### config.mk
export PLATFORM = sky130hd
export DESIGN_NAME = axil_lite_exdes_loopback
export DESIGN_NICKNAME = d
export VERILOG_FILES = /design/src/rtl/axil_lite_exdes_loopback.sv
export SDC_FILE = /design/constraint.sdc
export NUM_CORES = 1
export LEC_CHECK = 0
export BUFFER_PORTS_ARGS = -buffer_cell sky130_fd_sc_hd__buf_4
export CORE_MARGIN = 8
export CORE_UTILIZATION = 56
export DETAILED_ROUTE_END_ITERATION = 8
export MAX_ROUTING_LAYER = met4
export PLACE_DENSITY = 0.76
export SYNTH_ARGS = -nofsm -noshare
export SYNTH_HDL_FRONTEND = slang
export SYNTH_SLANG_ARGS = --single-unit
### constraint.sdc
create_clock -name aclk -period 6.6 [get_ports aclk]
set_input_delay 0.99 -clock aclk [delete_from_list [all_inputs] [get_ports aclk]]
set_output_delay 0.99 -clock aclk [all_outputs]
set_load 0.02 [all_outputs]
### src/rtl/axil_lite_exdes_loopback.sv
// AXI4-Lite loopback example design: write/read-back traffic master, monitor tap and register-memory slave on one bus.
// Each transaction takes at least 2 cycles (accept, then response); slv_stall only delays address/data acceptance.
module axil_lite_exdes_loopback #(
    parameter int                ADDR_W    = 32,
    parameter int                DATA_W    = 32,
    parameter int                NUM_TXN   = 8,
    parameter int                MEM_DEPTH = 16,
    parameter logic [ADDR_W-1:0] BASE_ADDR = '0
) (
    input  logic              aclk,
    input  logic              aresetn,
    input  logic              start,
    input  logic              slv_stall,
    output logic              busy,
    output logic              done,
    output logic              pass,
    output logic [7:0]        wr_count,
    output logic [7:0]        rd_count,
    output logic [7:0]        err_count,
    output logic              mon_wr_valid,
    output logic [ADDR_W-1:0] mon_wr_addr,
    output logic [DATA_W-1:0] mon_wr_data,
    output logic              mon_rd_valid,
    output logic [ADDR_W-1:0] mon_rd_addr,
    output logic [DATA_W-1:0] mon_rd_data
);
    localparam int         IDX_W = (MEM_DEPTH > 1) ? $clog2(MEM_DEPTH) : 1;
    localparam logic [7:0] LAST  = 8'(NUM_TXN - 1);

    typedef enum logic [2:0] {S_IDLE, S_WR, S_WRESP, S_RD, S_RDATA, S_DONE} state_t;
    state_t state, state_nx;

    logic [7:0]        idx;
    logic              aw_sent, w_sent;
    logic [ADDR_W-1:0] awaddr, araddr, txn_addr;
    logic [DATA_W-1:0] wdata, rdata, txn_data;
    logic              awvalid, awready, wvalid, wready, bvalid, bready;
    logic              arvalid, arready, rvalid, rready;
    logic [1:0]        bresp, rresp;
    logic              aw_hs, w_hs, b_hs, ar_hs, r_hs, is_last;

    function automatic logic [7:0] sat_inc(input logic [7:0] v);
        return (v == 8'hFF) ? v : v + 8'd1;
    endfunction

    // Master side of the bus
    assign txn_addr = BASE_ADDR + ADDR_W'({idx, 2'b00});
    assign txn_data = DATA_W'(32'hC0DE_0000 | 32'(idx));
    assign awvalid  = (state == S_WR) && !aw_sent;
    assign wvalid   = (state == S_WR) && !w_sent;
    assign awaddr   = txn_addr;
    assign wdata    = txn_data;
    assign bready   = (state == S_WRESP);
    assign arvalid  = (state == S_RD);
    assign araddr   = txn_addr;
    assign rready   = (state == S_RDATA);

    assign aw_hs   = awvalid && awready;
    assign w_hs    = wvalid && wready;
    assign b_hs    = bvalid && bready;
    assign ar_hs   = arvalid && arready;
    assign r_hs    = rvalid && rready;
    assign is_last = (idx == LAST);

    always_ff @(posedge aclk) begin
        if (aresetn) state <= S_IDLE;
        else         state <= state_nx;
    end

    always_comb begin
        state_nx = state;
        unique case (state)
            S_IDLE:  if (start) state_nx = S_WR;
            S_WR:    if ((aw_sent || aw_hs) && (w_sent || w_hs)) state_nx = S_WRESP;
            S_WRESP: if (b_hs) state_nx = is_last ? S_RD : S_WR;
            S_RD:    if (ar_hs) state_nx = S_RDATA;
            S_RDATA: if (r_hs) state_nx = is_last ? S_DONE : S_RD;
            S_DONE:  state_nx = S_IDLE;
            default: state_nx = S_IDLE;
        endcase
    end

    always_ff @(posedge aclk) begin
        if (aresetn) begin
            idx       <= '0;
            aw_sent   <= 1'b0;
            w_sent    <= 1'b0;
            busy      <= 1'b0;
            done      <= 1'b0;
            wr_count  <= '0;
            rd_count  <= '0;
            err_count <= '0;
        end else begin
            case (state)
                S_IDLE: if (start) begin
                    busy      <= 1'b1;
                    done      <= 1'b0;
                    wr_count  <= '0;
                    rd_count  <= '0;
                    err_count <= '0;
                    idx       <= '0;
                end
                S_WR: begin
                    if (state_nx == S_WRESP) begin
                        aw_sent <= 1'b0;
                        w_sent  <= 1'b0;
                    end else begin
                        if (aw_hs) aw_sent <= 1'b1;
                        if (w_hs)  w_sent  <= 1'b1;
                    end
                end
                S_WRESP: if (b_hs) begin
                    wr_count <= sat_inc(wr_count);
                    if (bresp != 2'b00) err_count <= sat_inc(err_count);
                    idx <= is_last ? 8'd0 : idx + 8'd1;
                end
                S_RDATA: if (r_hs) begin
                    rd_count <= sat_inc(rd_count);
                    if (rresp != 2'b00 || rdata != txn_data) err_count <= sat_inc(err_count);
                    if (!is_last) idx <= idx + 8'd1;
                end
                S_DONE: begin
                    busy <= 1'b0;
                    done <= 1'b1;
                end
                default: ;
            endcase
        end
    end

    assign pass = done && (err_count == 8'd0);

    // Slave: word-addressed register memory, AW and W always accepted together
    logic [DATA_W-1:0] mem [MEM_DEPTH];
    logic [ADDR_W-1:0] wr_word, rd_word;
    logic              wr_in_range, rd_in_range;

    assign wr_word     = (awaddr - BASE_ADDR) >> 2;
    assign rd_word     = (araddr - BASE_ADDR) >> 2;
    assign wr_in_range = wr_word < ADDR_W'(MEM_DEPTH);
    assign rd_in_range = rd_word < ADDR_W'(MEM_DEPTH);
    assign awready     = awvalid && wvalid && !slv_stall && !bvalid;
    assign wready      = awready;
    assign arready     = arvalid && !slv_stall && !rvalid;

    always_ff @(posedge aclk) begin
        if (aresetn) begin
            for (int k = 0; k < MEM_DEPTH; k++) mem[k] <= '0;
            bvalid <= 1'b0;
            bresp  <= 2'b00;
            rvalid <= 1'b0;
            rresp  <= 2'b00;
            rdata  <= '0;
        end else begin
            if (b_hs) bvalid <= 1'b0;
            if (aw_hs) begin
                bvalid <= 1'b1;
                if (wr_in_range) begin
                    mem[wr_word[IDX_W-1:0]] <= wdata;
                    bresp <= 2'b00;
                end else begin
                    bresp <= 2'b10;
                end
            end
            if (r_hs) rvalid <= 1'b0;
            if (ar_hs) begin
                rvalid <= 1'b1;
                rdata  <= rd_in_range ? mem[rd_word[IDX_W-1:0]] : '0;
                rresp  <= rd_in_range ? 2'b00 : 2'b10;
            end
        end
    end

    // Monitor tap: remembers address/data at acceptance, reports one cycle after the response handshake
    logic [ADDR_W-1:0] tap_awaddr, tap_araddr;
    logic [DATA_W-1:0] tap_wdata;

    always_ff @(posedge aclk) begin
        if (aresetn) begin
            tap_awaddr   <= '0;
            tap_araddr   <= '0;
            tap_wdata    <= '0;
            mon_wr_valid <= 1'b0;
            mon_wr_addr  <= '0;
            mon_wr_data  <= '0;
            mon_rd_valid <= 1'b0;
            mon_rd_addr  <= '0;
            mon_rd_data  <= '0;
        end else begin
            mon_wr_valid <= b_hs;
            mon_rd_valid <= r_hs;
            if (aw_hs) tap_awaddr <= awaddr;
            if (w_hs)  tap_wdata  <= wdata;
            if (ar_hs) tap_araddr <= araddr;
            if (b_hs) begin
                mon_wr_addr <= tap_awaddr;
                mon_wr_data <= tap_wdata;
            end
            if (r_hs) begin
                mon_rd_addr <= tap_araddr;
                mon_rd_data <= rdata;
            end
        end
    end
endmodule

==> results of run 1 <==
worst max-delay path, delay by kind of cell:
kind / cells / cell delay [ns]
AND/OR/NAND/NOR: 2 / 1.06
AO/OA/AOI/OAI: 1 / 1.03
buffers and inverters: 2 / 0.60
power by group through the flow:
stage / Clock, W / Combinational [W] / Sequential [W]
detailed placement: 0 / 0.000231 / 0.00183
finish: 0.00144 / 0.000236 / 0.00179
global placement: 0 / 0.000228 / 0.00183
floorplan: 0 / 0.000232 / 0.00181
CTS: 0.00146 / 0.000232 / 0.00180
global route: 0.00152 / 0.000256 / 0.00180
metrics by stage:
step                      std cells  utilization  power, W  instance area (sq um)
after CTS                      1417        0.640   0.00349                  12900
after global placement         1368        0.598   0.00205                  12000
after floorplan                1165            -   0.00204                  12000
final                          1417        0.640   0.00347                  12900
after detailed placement       1368        0.598   0.00206                  12000
after global routing           1417        0.640   0.00358                  12900
layout make-up:
type	count	area, sq um
clock inverter	11	82.6
tap	270	338
multi-input combinational	741	4490
timing repair buffer	88	661
sequential	261	6510
fill	1611	7230
inverter	8	30.0
clock buffer	38	758
registers in the layout, summed over array words and instances, names as in the netlist, 9 cells and up, named ones only:
register     flops
mem            144
mon_rd_data      9
mon_wr_data      9
rdata            9
tap_wdata        9
layout by cell type, fill, tap and decap left out, types with 8 or more instances in the layout:
cell type  Yosys  layout
a211oi_1      11      11
a21o_1        17      17
a21oi_1       85      85
a22o_1        11      11
buf_4         96      88
clkbuf_1      43       8
clkbuf_16      0      28
clkinv_2       0       9
conb_1         1     160
dfxtp_1      133     132
edfxtp_1     128     128
ha_1           8       8
mux2i_1       14      14
mux4_2        36      36
nand2_1      136     136
nand2b_1      17      17
nand3_1       20      20
nand4_1       14      14
nor2_1        57      57
nor2b_1       14      14
nor3_1        33      33
nor4_1        11      11
o21ai_0       13      13
xnor2_1       13      13
xor2_1        10      10
layer usage:
layer  wire (microns)  global-route usage
met5                0                   -
met4              493              0.0543
met3             2010              0.0299
met2            11400               0.301
met1            10100               0.250
cell families (layout without fill, tap and decap cells):
family | Yosys count | count (layout) | share of synthesized area
muxes | 52 | 52 | 0.0855
DFF | 261 | 261 | 0.571
adders and majority gates | 8 | 8 | 0.00879
xor gates and xnor gates | 23 | 23 | 0.0177
and+or+nand+nor | 343 | 343 | 0.149
buffers and inverters | 163 | 145 | 0.0868
AOI/OAI and AO/OA | 155 | 155 | 0.0809
other | 1 | 160 | 0.000329
worst paths after layout:
check | start | end | slack, ns | cells after the start
setup / recovery | aresetn | mem[5][7] | 3.02 | 5
hold reg to reg | tap_wdata[6] | mon_wr_data[6] | 0.45 | 2
hold / removal | tap_wdata[6] | mon_wr_data[6] | 0.45 | 2
setup reg to reg | state[0] | mem[5][7] | 3.09 | 4
==> run_results.csv, run 1 <==
group,metric,value,unit
outcome,run_status,"complete, no violations",
sta,drv_slew,0,
setup_path,worstPathCellList,"buf_4 -> buf_4 -> nor4_4 -> nand2_1 -> o21ai_0",
clock_network,cts_sinks,261,
logic_synthesis,synth_edf_count,128,
sta,hold_slack,0.449,ns
logic_synthesis,synth.largest_area_cell,"edfxtp_1",
logic_synthesis,ys.flop_type,"dfxtp_1",
logic_synthesis,yosysMostFrequentCell,"nand2_1",
logic_synthesis,synth_common_cells,"136 x nand2_1, 133 x dfxtp_1, 128 x edfxtp_1, 96 x buf_4, 85 x a21oi_1",
clock_network,post-cts-setup-buffer-count,0,
power_and_ir_drop,p_sw_frac,0.229,
setup_path,crit_arrival,3.72,ns
clock_network,cts_resized,0,
setup_path,worst_path_largest_cell_delay,1.03,ns
sta,hold_viol,0,
setup_path,crit_fanout,44,
detailed_routing,vias,7546,
logic_synthesis,synth_area_leaders,"edfxtp_1 34%, dfxtp_1 23%, mux4_2 7.1%",
sta,setup_ws,3.02,ns
sta,period_share,0.543,
detailed_routing,drt_iter0_drc,663,
placement,dp_hpwl,16700,microns
power_and_ir_drop,comb_power_share,0.068,
layout,drive_gt1_frac,0.161,
logic_synthesis,ys_async_sr_fraction,0,
floorplan,ios,161,
grt,grt_pass1_vias,6956,
floorplan,initial_core_util,0.566,
power_and_ir_drop,leakagePower,4.86,nW
logic_synthesis,syn_inst,1006,
sta,rsz0062_at_grt,"no",
clock_network,clkTransAtPathRegs,0.06,ns
sta,tns,0,ns
clock_network,numCtsBuffers,27,
setup_path,cp_slowest_cell,"o21ai_0",
power_and_ir_drop,p_int,0.00267,W
layout,fin_nets,1139,
clock_network,cts_buffer_depth,3,
logic_synthesis,ys_types,56,
logic_synthesis,netlist_area,11400,sq um
grt,gr-total-overflow,0,
placement,portBuffers,80,
setup_path,cp-end-kind,"flop",
floorplan,dieArea,25200,sq um
setup_path,critPathKind,"input port to flop",
floorplan,core,20100,sq um
power_and_ir_drop,p_sw,0.000793,W
sta,worst_pin_slew,1.21,ns
sta,setup_viol,0,
grt,grt_pass1_wl,36800,microns
detailed_routing,postRouteAntennaNets,0,
detailed_routing,drc,0,
logic_synthesis,synth.avg_cell_area,11.3,sq um
logic_synthesis,yosysTopAreaCellShare,0.338,
power_and_ir_drop,p_seq_frac,0.518,
clock_network,insertion_delay,0.53,ns
placement,pre_cts_slack,2.53,ns
detailed_routing,drt-vias-per-instance,5.33,
setup_path,crit_required,6.74,ns
placement,gp_congestion,0.856,
sta,fmax,279,MHz
detailed_routing,drt_pre_antenna_iters,5,
logic_synthesis,yosysWarningCount,0,
power_and_ir_drop,clock_power_share,0.414,
logic_synthesis,ys_seq_elements,261,
detailed_routing,post_drt_wl_per_cell,16.9,microns
sta,max-slew-margin-rel,0.182,
grt,antenna_found_initial,0,
worst_hold_path,min_path_type,"flop to flop",
power_and_ir_drop,vdd_drop_max,0.000218,V
power_and_ir_drop,power_density,269,nW/um^2
grt,grt_use_total,0.190,
job,maxCapViolations,0,
layout,diodes,0,
floorplan,die_h,159,microns
clock_network,tritoncts,"done",
detailed_routing,wl,23900,microns
clock_network,cts-root-buf,"clkbuf_16",
layout,syn2layout_area_growth,13.0,%
logic_synthesis,synth_seq_area_share,0.571,
clock_network,cts_htree_levels,1,
setup_path,worst_path_most_repeated_cell,"buf_4",
floorplan,num_rows,52,
sta,finalClockSkew,0.0105,ns
sta,period_minus_slack,3.58,ns
grt,grt_max_degree,45,
clock_network,cts_hold_buf,0,
setup_path,cp-start-kind,"input port",
floorplan,die_width,159,microns
Power figures use the tool's default switching activity.
==> run 2: changes to the inputs <==
Settings changed: CORE_UTILIZATION 56 to 52, PLACE_DENSITY 0.76 to 0.74.
Clock period 6.6 ns to 3 ns, I/O delays scaled along.
==> run 2 against run 1 <==
Critical endpoint is now mem[0][6]. Clock skew is 0.0088 ns higher. Global-route usage down 0.86 points. Utilization is 3.2 points lower. Hold slack got worse by 0.16 ns. Clock-buffer cell count decreased by 7. Design area up 2.5%. Sequential share of layout area down 1.2 points. Via count is 1.2% higher. Final cell count rose by 3.0%. Worst setup slack got worse by 2.5 ns. Critical path type is now flop to flop. Non-clock buffer count increased by 32. Combinational power increased by 140%.
==> run_results.csv, run 2 (synthesis results as in run 1) <==
group,metric,value,unit
detailed_routing,drt-vias-per-instance,5.23,
floorplan,initial_core_util,0.525,
detailed_routing,drt_pre_antenna_iters,7,
clock_network,cts_sinks,261,
clock_network,numCtsBuffers,27,
layout,syn2layout_area_growth,15.8,%
layout,final_cell_mix,"160 x conb_1, 136 x nand2_1, 132 x dfxtp_1",
setup_path,cp_slowest_cell,"or4_4",
layout,largest_reg_flops,144,
detailed_routing,drc,0,
power_and_ir_drop,comb_power_share,0.073,
setup_path,cp-end-kind,"flop",
clock_network,cts_htree_levels,1,
sta,drv_slew,0,
grt,antenna_found_initial,0,
power_and_ir_drop,power_density,592,nW/um^2
setup_path,worst_path_largest_cell_delay,0.60,ns
clock_network,tritoncts,"done",
job,maxCapViolations,0,
worst_hold_path,min_path_type,"input port to flop",
placement,portBuffers,80,
sta,period_minus_slack,2.50,ns
power_and_ir_drop,p_sw,0.00180,W
floorplan,num_rows,54,
setup_path,crit_arrival,2.69,ns
grt,gr-total-overflow,0,
power_and_ir_drop,vdd_drop_max,0.000326,V
clock_network,cts_hold_buf,0,
outcome,run_status,"complete, no violations",
grt,grt_max_degree,64,
grt,grt_pass1_wl,37900,microns
sta,hold_slack,0.291,ns
clock_network,post-cts-setup-buffer-count,0,
setup_path,crit_required,3.20,ns
setup_path,path_delay_family,"simple AND/OR/NAND/NOR gates",
layout,fin_nets,1171,
detailed_routing,vias,7635,
floorplan,ios,161,
floorplan,dieArea,26900,sq um
setup_path,rr_startpoint,"idx[4]",
sta,rsz0062_at_grt,"no",
detailed_routing,wl,24300,microns
layout,drive_gt1_frac,0.188,
setup_path,crit_buf_inv,1,
sta,period_share,0.833,
clock_network,clkTransAtPathRegs,0.06,ns
placement,gp_congestion,0.892,
detailed_routing,post_drt_wl_per_cell,16.6,microns
detailed_routing,drt_iter0_drc,744,
clock_network,cts_buffer_depth,3,
layout,diodes,0,
sta,hold_viol,0,
power_and_ir_drop,clock_power_share,0.423,
placement,dp_hpwl,17500,microns
grt,grt_pass1_vias,7138,
clock_network,insertion_delay,0.53,ns
power_and_ir_drop,leakagePower,5.04,nW
setup_path,worstPathCellList,"or4_4 -> nor4_4 -> buf_4 -> nand2_2 -> nor3_1 -> or2_1",
clock_network,cts_resized,0,
setup_path,crit_fanout,8,
power_and_ir_drop,p_total,0.00781,W
layout,final_common_cell,"conb_1",
detailed_routing,postRouteAntennaNets,0,
power_and_ir_drop,p_int,0.00601,W
sta,setup_viol,0,
setup_path,cp-start-kind,"flop",
setup_path,critPathKind,"flop to flop",
floorplan,die_width,164,microns
clock_network,cts-root-buf,"clkbuf_16",
grt,grt_use_total,0.181,
worst_hold_path,worst_hold_startpoint,"aresetn",
sta,tns,0,ns
sta,worst_pin_slew,1.09,ns
layout,max_flop_register,"mem",
sta,fmax,400,MHz
setup_path,cp-startpoint,"idx[4]",
floorplan,core,21700,sq um
power_and_ir_drop,p_sw_frac,0.231,
power_and_ir_drop,p_seq_frac,0.505,
sta,max-slew-margin-rel,0.275,
floorplan,die_h,164,microns
sta,finalClockSkew,0.0194,ns
[run 2: changes by cell type in the layout (fill, tap and decap cells not counted), sizes merged]
cell      previous run  this run
clkbuf              38        31
buf                 88       120
clkinvlp             1         3
clkinv              11        12
bufinv               1         3
inv                  6         8
[run 2: layout make-up]
class / count / area [sq um]
sequential: 261 / 6510
tap: 280 / 350
clock inverter: 18 / 180
multi-input combinational: 741 / 4490
fill: 1777 / 8500
clock buffer: 31 / 701
inverter: 8 / 30.0
timing repair buffer: 120 / 926
[run 2: metal layers]
metal  global-route usage  up-vias  routed length [microns]
met3               0.0328       38                     2220
met4               0.0405        0                      396
met2                0.290      301                    11400
li1                     -     3656                        -
met5                    -        -                        0
met1                0.237     3640                    10200
[run 2: per-stage QoR]
stage | cells | setup WS (ns) | area (sq um) | utilization
detailed placement | 1410 | 0.449 | 12300 | 0.567
floorplan | 1165 | 0.419 | 12000 | -
CTS | 1459 | 0.537 | 13200 | 0.608
global route | 1459 | 0.348 | 13200 | 0.608
global placement | 1410 | 0.525 | 12300 | 0.567
finish | 1459 | 0.502 | 13200 | 0.608
[run 2: power by group through the flow]
stage	logic [W]	clock network, W	registers, W
final	0.000566	0.00330	0.00394
after floorplan	0.000511	0	0.00397
after CTS	0.000555	0.00336	0.00394
after global placement	0.000545	0	0.00401
after detailed placement	0.000552	0	0.00402
after global routing	0.000611	0.00351	0.00395
[run 2: path summary, 6_finish.rpt]
| check | to | slack (ns) | cells after the start |
|---|---|---|---|
| worst max-delay path | mem[0][6] | 0.50 | 6 |
| worst min-delay path | mon_rd_valid | 0.29 | 2 |
| worst max register to register | mem[0][6] | 0.50 | 6 |
| worst min register to register | mon_wr_data[1] | 0.45 | 2 |
==> run 3: changes to the inputs <==
Clock period 3 ns to 2.1 ns, I/O delays scaled along.
==> run 3 against run 2 <==
The flow now finishes with violations (negative setup slack). Clock-buffer cell count up 10. Critical path depth unchanged. Wire length rose by 5.1%. Global-route usage rose by 0.72 points. Clock power is 33% higher. Critical endpoint is now mem[11][7]. Largest power group unchanged. Highest routed layer unchanged.
==> run_results.csv, run 3 (synthesis results as in run 1) <==
group,metric,value,unit
sta,hold_viol,0,
floorplan,die_width,164,microns
setup_path,worst_path_largest_cell_delay,0.55,ns
grt,antenna_found_initial,0,
detailed_routing,drt-vias-per-instance,5.30,
detailed_routing,drt_iter0_drc,667,
detailed_routing,post_drt_wl_per_cell,17.0,microns
layout,regArea,6510,sq um
clock_network,numCtsBuffers,27,
clock_network,insertion_delay,0.53,ns
floorplan,ios,161,
detailed_routing,vias,7939,
floorplan,die_h,164,microns
layout,largest_reg_flops,144,
power_and_ir_drop,leakagePower,5.31,nW
power_and_ir_drop,clock_power_share,0.403,
setup_path,crit_required,2.29,ns
placement,gp_congestion,0.876,
grt,gr-total-overflow,0,
setup_path,crit_arrival,2.31,ns
outcome,violations,"negative setup slack",
sta,worst_pin_slew,0.705,ns
layout,multi_input_area,4670,sq um
power_and_ir_drop,vdd_drop_max,0.000521,V
placement,portBuffers,80,
layout,final_cell_mix,"160 x conb_1, 151 x buf_4, 134 x nand2_1",
layout,drive_gt1_frac,0.228,
placement,dp_cells,1447,
outcome,run_status,"finished with violations",
power_and_ir_drop,power_density,800,nW/um^2
grt,grt_pass1_vias,7425,
detailed_routing,wl,25500,microns
sta,period_share,1.01,
layout,diodes,0,
layout,fill_cells,1705,
floorplan,initial_core_util,0.525,
detailed_routing,postRouteAntennaNets,0,
placement,pre_cts_slack,-0.151,ns
clock_network,cts_htree_levels,1,
power_and_ir_drop,p_sw_frac,0.227,
layout,syn2layout_area_growth,19.9,%
grt,grt_max_degree,86,
setup_path,crit_fanout,8,
layout,final_common_cell,"conb_1",
worst_hold_path,holdPathEnd,"state[0]",
sta,setup_ws,-0.0216,ns
setup_path,cp_slowest_cell,"or4_4",
layout,layout.cells.non_filler,1498,
sta,finalClockSkew,0.0117,ns
layout,fin_nets,1210,
setup_path,rrSetupSlack,-0.02,ns
setup_path,rr_startpoint,"idx[7]",
clock_network,clkTransAtPathRegs,0.06,ns
detailed_routing,drc,0,
power_and_ir_drop,comb_power_share,0.082,
clock_network,tritoncts,"done",
floorplan,core,21700,sq um
worst_hold_path,min_path_type,"input port to flop",
job,maxCapViolations,0,
power_and_ir_drop,p_sw,0.00248,W
setup_path,cp-end-kind,"flop",
setup_path,cp-startpoint,"idx[7]",
layout,max_flop_register,"mem",
sta,hold_slack,0.311,ns
worst_hold_path,hold_depth,4,
setup_path,r2r_cells,6,
layout,postLayoutCoreUtil,0.629,
clock_network,cts_sinks,261,
setup_path,worstPathCellList,"or4_4 -> nor4_4 -> buf_6 -> nand2_4 -> buf_8 -> o21ai_4",
sta,rsz0062_at_grt,"yes",
grt,grt_pass1_wl,39300,microns
power_and_ir_drop,p_int,0.00844,W
clock_network,cts_hold_buf,0,
sta,period_minus_slack,2.12,ns
setup_path,critPathKind,"flop to flop",
placement,dp_hpwl,18200,microns
floorplan,num_rows,54,
grt,grt_use_total,0.188,
sta,fmax,471,MHz
power_and_ir_drop,p_seq_frac,0.515,
clock_network,cts_buffer_depth,3,
clock_network,cts-root-buf,"clkbuf_16",
worst_hold_path,worst_hold_startpoint,"slv_stall",
sta,drv_slew,0,
sta,max-slew-margin-rel,0.529,
setup_path,r2r-end,"mem[11][7]",
floorplan,dieArea,26900,sq um
sta,setup_viol,11,
setup_path,cp-start-kind,"flop",
detailed_routing,drt_pre_antenna_iters,5,
==> run 3: cell types whose count changed in the layout (fill, tap and decap cells not counted), sizes merged <==
cell / delta
inv: -2
clkinv: -2
clkbuf: +10
buf: +39
clkinvlp: -3
bufinv: -3
==> run 3: metrics by stage <==
stage                     area [sq um]  TNS, ns  power (W)
final                            13700   -0.148     0.0109
after floorplan                  12200   -15.62    0.00643
after CTS                        13600   -0.792     0.0110
after global routing             13700    -3.64     0.0113
after detailed placement         12700   -13.85    0.00659
after global placement           12700   -12.05    0.00657
==> run 3: worst max-delay path by stage <==
stage	end	depth (start not counted)
floorplan	mem[15][0]	6
global placement	mem[11][5]	7
finish	mem[11][7]	6
global route	mem[11][7]	6
detailed placement	mem[15][4]	7
CTS	mem[2][4]	6
==> run 3: power by group through the flow <==
stage | Combinational (W) | Sequential [W] | Clock, W
3_5_place_dp | 0.000860 | 0.00573 | 0
4_1_cts | 0.000875 | 0.00562 | 0.00450
6_report | 0.000898 | 0.00562 | 0.00440
2_1_floorplan | 0.000751 | 0.00568 | 0
3_3_place_gp | 0.000852 | 0.00571 | 0
5_1_grt | 0.000963 | 0.00563 | 0.00471
==> run 3: critical path, delay by kind of cell (launching register included) <==
| family | cells | cell delay (ns) |
|---|---|---|
| buffers and inverters | 2 | 0.35 |
| AO/OA/AOI/OAI | 1 | 0.27 |
| flip-flops | 1 | 0.31 |
| AND/OR/NAND/NOR | 3 | 0.87 |
==> run 3: layer usage <==
layer | share of wire | up-vias | global-route usage | wire length (microns)
met3 | 0.087 | 41 | 0.0271 | 2220
li1 | - | 3733 | - | -
met5 | 0 | - | - | 0
met4 | 0.020 | 0 | 0.0496 | 507
met2 | 0.48 | 326 | 0.303 | 12300
met1 | 0.41 | 3839 | 0.247 | 10500
==> run 3: area by class of cell <==
| type | count | share of cell area |
|---|---|---|
| inverters | 8 | 0.00220 |
| clock inverters | 8 | 0.00275 |
| multi-input cells | 741 | 0.342 |
| flip-flops and latches | 261 | 0.477 |
| clock buffers | 41 | 0.0578 |
| repair buffers | 159 | 0.0925 |
| well taps | 280 | 0.0257 |
==> run 3: what timing repair did <==
item / 4_1_cts / 5_1_grt
setup endpoints to repair: 129 / 107
setup buffers: 2 / 0
endpoints found under the hold margin: 0 / 0
pin swaps: 5 / 6
gates resized for setup: 8 / 9
